File: src/rtl/systolic_feeder.sv
// systolic_feeder
//   Transmit side of the systolic array row interface. A command supplies
//   a vector count. That many N-element vectors are then taken from the
//   unified buffer over a valid/ready stream. Element r of each vector is
//   presented on row r, r cycles later than row 0, which forms the diagonal
//   wavefront the PE mesh expects. Once the last vector has been taken, the
//   skew pipeline is flushed and a one-cycle done pulse is produced.
//
// Ports
//   clk          clock
//   rst          asynchronous active-low reset
//   cmd_valid    command request
//   cmd_ready    command accept, high only in IDLE
//   cmd_len      vector count, sampled on the command handshake
//   vec_data     input vector, element r feeds row r
//   vec_valid    input vector present
//   vec_ready    vector accept, high only in LOAD
//   sys_data_in  per-row data to the array (zero whenever its strobe is low)
//   sys_start    per-row valid strobe to the array
//   busy         high whenever the FSM is not in IDLE
//   done         one-cycle completion pulse
module systolic_feeder #(
  parameter int N          = 16,
  parameter int DATA_WIDTH = 32,
  parameter int LEN_WIDTH  = 16
) (
  input  logic                  clk,
  input  logic                  rst,
  input  logic                  cmd_valid,
  output logic                  cmd_ready,
  input  logic [LEN_WIDTH-1:0]  cmd_len,
  input  logic [DATA_WIDTH-1:0] vec_data [N],
  input  logic                  vec_valid,
  output logic                  vec_ready,
  output logic [DATA_WIDTH-1:0] sys_data_in [N],
  output logic                  sys_start [N],
  output logic                  busy,
  output logic                  done
);

  localparam int DRAIN_W = (N > 1) ? $clog2(N) : 1;
  localparam logic [DRAIN_W-1:0] DRAIN_INIT = DRAIN_W'(N - 1);

  typedef enum logic [1:0] {
    S_IDLE  = 2'd0,
    S_LOAD  = 2'd1,
    S_DRAIN = 2'd2
  } state_t;

  state_t               state_q;
  logic [LEN_WIDTH-1:0] rem_q;
  logic [DRAIN_W-1:0]   drain_q;
  logic                 done_q;

  logic cmd_fire;
  logic vec_fire;

  assign cmd_ready = (state_q == S_IDLE);
  assign vec_ready = (state_q == S_LOAD);
  assign busy      = (state_q != S_IDLE);
  assign done      = done_q;

  assign cmd_fire = cmd_valid && cmd_ready;
  assign vec_fire = vec_valid && vec_ready;

  // Control FSM
  always_ff @(posedge clk or negedge rst) begin
    if (!rst) begin
      state_q <= S_IDLE;
      rem_q   <= '0;
      drain_q <= '0;
      done_q  <= 1'b0;
    end else begin
      done_q <= 1'b0;
      unique case (state_q)
        S_IDLE: begin
          if (cmd_fire) begin
            rem_q <= cmd_len;
            if (cmd_len != '0) begin
              state_q <= S_LOAD;
            end else begin
              // An empty command completes immediately.
              done_q <= 1'b1;
            end
          end
        end
        S_LOAD: begin
          if (vec_fire) begin
            rem_q <= rem_q - 1'b1;
            if (rem_q == LEN_WIDTH'(1)) begin
              state_q <= S_DRAIN;
              drain_q <= DRAIN_INIT;
            end
          end
        end
        S_DRAIN: begin
          // The last element reaches row N-1 in the final DRAIN cycle.
          if (drain_q == '0) begin
            state_q <= S_IDLE;
            done_q  <= 1'b1;
          end else begin
            drain_q <= drain_q - 1'b1;
          end
        end
        default: state_q <= S_IDLE;
      endcase
    end
  end

  // Skew pipeline: row r has r+1 stages; the last stage drives the row.
  // Stage 0 zeroes data on an idle cycle, and later stages copy unchanged,
  // so every stage holds zero data whenever its valid is low.
  for (genvar r = 0; r < N; r++) begin : g_row
    logic                  vld_q [0:r];
    logic [DATA_WIDTH-1:0] dat_q [0:r];

    always_ff @(posedge clk or negedge rst) begin
      if (!rst) begin
        for (int s = 0; s <= r; s++) begin
          vld_q[s] <= 1'b0;
          dat_q[s] <= '0;
        end
      end else begin
        vld_q[0] <= vec_fire;
        dat_q[0] <= vec_fire ? vec_data[r] : '0;
        for (int s = 1; s <= r; s++) begin
          vld_q[s] <= vld_q[s-1];
          dat_q[s] <= dat_q[s-1];
        end
      end
    end

    assign sys_start[r]   = vld_q[r];
    assign sys_data_in[r] = dat_q[r];
  end

endmodule

File: config.mk
export PLATFORM = sky130hd
export DESIGN_NAME = systolic_feeder
export DESIGN_NICKNAME = d
export VERILOG_FILES = /design/src/rtl/systolic_feeder.sv
export SDC_FILE = /design/constraint.sdc
export NUM_CORES = 2
export LEC_CHECK = 0
export CELL_PAD_IN_SITES_DETAIL_PLACEMENT = 0
export CELL_PAD_IN_SITES_GLOBAL_PLACEMENT = 1
export CORE_MARGIN = 4
export CORE_UTILIZATION = 52
export DETAILED_ROUTE_END_ITERATION = 16
export GPL_ROUTABILITY_DRIVEN = 0
export GPL_TIMING_DRIVEN = 0
export PLACE_DENSITY = 0.81
export SYNTH_ARGS = -nofsm -noshare
export SYNTH_HDL_FRONTEND = slang
export SYNTH_SLANG_ARGS = --single-unit
File: constraint.sdc
create_clock -name clk -period 4.3 [get_ports clk]
set_input_delay 0.645 -clock clk [delete_from_list [all_inputs] [get_ports clk]]
set_output_delay 0.645 -clock clk [all_outputs]
set_load 0.02 [all_outputs]
==> flow_summary.ini <==
[power]
peakVddDrop_v = 0.000452
leakage_uw = 0.0740
totalPowerFinal_uw = 86400
pwr-share-seq_pct = 52.4
intPower_uw = 67100
combPwrFrac_pct = 4.7
p_sw_uw = 19300
powerDensity_nw_per_um2 = 587
swShare_pct = 22.3
clockPowerShare_pct = 43.0

[routing]
drt-pass1-iter-count = 5
ant_nets = 0
drc_errors = 0
wire_per_inst_um = 26.7
drt_iter0_drc = 3268
vias_per_cell = 4.79
wl_mm = 282
vias = 50500

[die]
die_area_um2 = 235000
start_util_pct = 52.4
die_y_um = 485
core_area_um2 = 225000
die_width_um = 485
io_pins = 1064
num_rows = 174

[yosys]
synth_cell_types = 50
ys_top_cells_by_area = dfrtp_1, buf_4, and3_1, clkbuf_1, o21ai_0
synth_fp_nets = 6186
syn_area_um2 = 118000
syn_avg_cell_area_um2 = 20.9
ys_ff_latch = 4391
yosysTopAreaCell = dfrtp_1
synth_compound_area_share_pct = 0.319
synth_edf_count = 0
synth_simple_gate_area_share_pct = 3.08
async_reset_ff_share_pct = 100
ys.flop_type = dfrtp_1
synthMuxAreaShare_pct = 0.00848
synth_top_family_by_area = buffers and inverters
yosys_warnings = 0
synthXorXnorAreaFrac_pct = 0.00742
synthCells = 5651
synth-seq-area-share_pct = 93.1
synth_top_cell_area_share_pct = 93.1
synth_fa_ha_area_share_pct = 0.0318

[setup_path]
worstPathRequired_ps = 3650
endpoint_kind = output pin
rr_startpoint = state_q[1]
startpoint_type = flip-flop
worstSetupPathType = flip-flop to output pin
crit_fanout = 10
critPathSlowestCell = clkdlybuf4s50_1
crit_start = state_q[1]
cp.arrival_ps = 3350
critPathCapture = vec_ready
critPathMaxStageDelay_ps = 770
reg2reg_depth = 6
r2r_end = g_row[7].dat_q[231]
crit_chain = nand2b_1 > inv_2 > buf_2 > clkbuf_1 > clkdlybuf4s50_1
ff2ff_setup_slack_ps = 1670

[min_path]
hold_path.class = input port to async pin

[layout]
nets = 7694
drive_above_1_share_pct = 15.8
n_fill_cell = 13600
final_util_pct = 65.3
area_delta_synth_final_pct = 24.7

[timing]
slew_violations = 0
tightestPinTransition_ps = 1250
fmax_mhz = 250
finalSetupViolations = 0
timing.final.crit_period_ps = 4000
period_share_pct = 93.0
fin_ws_ps = 301
skew_ps = 87.0
hold_violations = 289
rsz0062_at_grt = false
slew-limit-headroom_pct = 16.7
holdWs_ps = -246

[clock_tree]
cts.sinks = 4391
cts_buffers = 413
cts_setup_buffers = 0
ctsResizeCount = 0
clkTransAtPathRegs_ps = 60
clock_latency_ps = 1020
htree_levels = 5
cts_tree = yes
clockBufferDepth = 4
cts-root-buf = clkbuf_16
ctsHoldBuffers = 3

[global_route]
antenna_found_initial = 130
grt_usage_pct = 24.6
grt_overflow_total = 0
grt_pass1_wl_mm = 411
grt_pass1_vias = 58800
grt_max_degree = 207

[place]
io_buffers = 1063
pre_cts_ws_ps = -1280
dp_hpwl_mm = 162

[run]
cap_violations = 0

[run_status]
status = finished with violations
violations = hold timing
==> area by class of cell <==
type	instances	area, µm²	share of cell area, %
clock buffer	604	12100	8.22
sequential	4391	110000	74.6
inverter	10	37.5	0.0255
tap	2992	3740	2.54
multi-input combinational	648	4070	2.77
clock inverter	140	1680	1.14
antenna	67	168	0.114
timing repair buffer	1093	11500	7.79
buffer	602	4090	2.78
==> synthesized netlist by cell type (2+ instances only) <==
library cell	n
a22oi_1	3
o211ai_1	2
and3_1	517
nor4_1	5
nand3_1	4
a311oi_1	2
inv_1	9
dfrtp_1	4391
nand4b_1	3
o21ai_0	17
nor2_1	14
a32oi_1	2
clkbuf_1	113
o22ai_1	4
and2_1	3
buf_4	485
ha_1	3
a31oi_1	2
nand4_1	3
nor2b_1	3
nor3_1	9
a21oi_1	9
nor3b_1	2
nand2_1	13
a2bb2oi_1	5
a21o_1	2
buf_2	3
==> logic make-up after synthesis <==
kind of cell | count (synthesis)
xor gates and xnor gates | 1
AOI/OAI and AO/OA | 57
DFF | 4391
muxes | 1
and+or+nand+nor | 586
buffers and inverters | 612
adders and majority gates | 3
==> power by group through the flow <==
stage | Sequential (µW) | Clock, µW | Combinational [µW]
after detailed placement | 45800 | 0 | 3990
after CTS | 45300 | 37900 | 4110
after floorplan | 45400 | 0 | 1380
final | 45200 | 37100 | 4030
after global placement | 46100 | 0 | 3260
after global routing | 45400 | 39800 | 4340
==> state kept, by name (all words and copies together), names as in the netlist <==
register	cells
done	1
drain_q	4
g_row.dat_q	3872
g_row.vld_q	15
rem_q	16
state_q	2
sys_data_in	480
sys_start	1
==> how the worst min path moves through the flow <==
stage                     cells after the start              endpoint  slack (ps)
after floorplan                               0  g_row[10].dat_q[100]         330
after global routing                          2  g_row[13].dat_q[183]        -180
after detailed placement                      0  g_row[10].dat_q[125]         330
final                                         2    g_row[9].dat_q[42]        -250
after CTS                                     2   g_row[9].dat_q[202]        -230
after global placement                        0  g_row[13].dat_q[284]         330
==> cells in the final DEF, fill, tap and decap left out, types with 4 or more instances in the layout <==
master | Yosys | layout
clkinvlp_4 | 0 | 20
a21oi_1 | 9 | 9
clkbuf_1 | 113 | 201
nor3_1 | 9 | 9
o21ai_0 | 17 | 17
diode_2 | 0 | 67
nor2_1 | 14 | 14
clkbuf_16 | 0 | 416
nor4_1 | 5 | 5
buf_4 | 485 | 485
inv_1 | 9 | 9
clkdlybuf4s50_1 | 0 | 1062
buf_16 | 0 | 28
bufinv_16 | 0 | 29
nand2_1 | 13 | 13
and3_1 | 517 | 517
dfrtp_1 | 4391 | 4391
clkbuf_8 | 0 | 98
o22ai_1 | 4 | 4
nand3_1 | 4 | 4
inv_6 | 0 | 8
clkinv_2 | 0 | 65
a2bb2oi_1 | 5 | 5
clkinv_4 | 0 | 8
==> per-stage QoR <==
stage          area (µm²)  instances  setup TNS [ps]
6_report           147000      10500               0
4_1_cts            147000      10500               0
3_5_place_dp       133000       9731         -426950
5_1_grt            147000      10500               0
2_1_floorplan      118000       5651               0
3_3_place_gp       132000       9706               -
==> metal layers <==
layer  vias to the layer above  global-route usage, %  wire length [µm]
li1                      20600                      -                 -
met1                     27400                   26.1             92300
met2                      1772                   44.2            153000
met3                       702                   7.65             19800
met4                        58                   12.4             16600
met5                         -                      0               378
==> critical path, delay by kind of cell, from the launching register on <==
kind / cells / cell delay, ps
buf+inv: 4 / 1670
flops: 1 / 480
simple gates: 1 / 240
(Power assumes the default switching activity.)
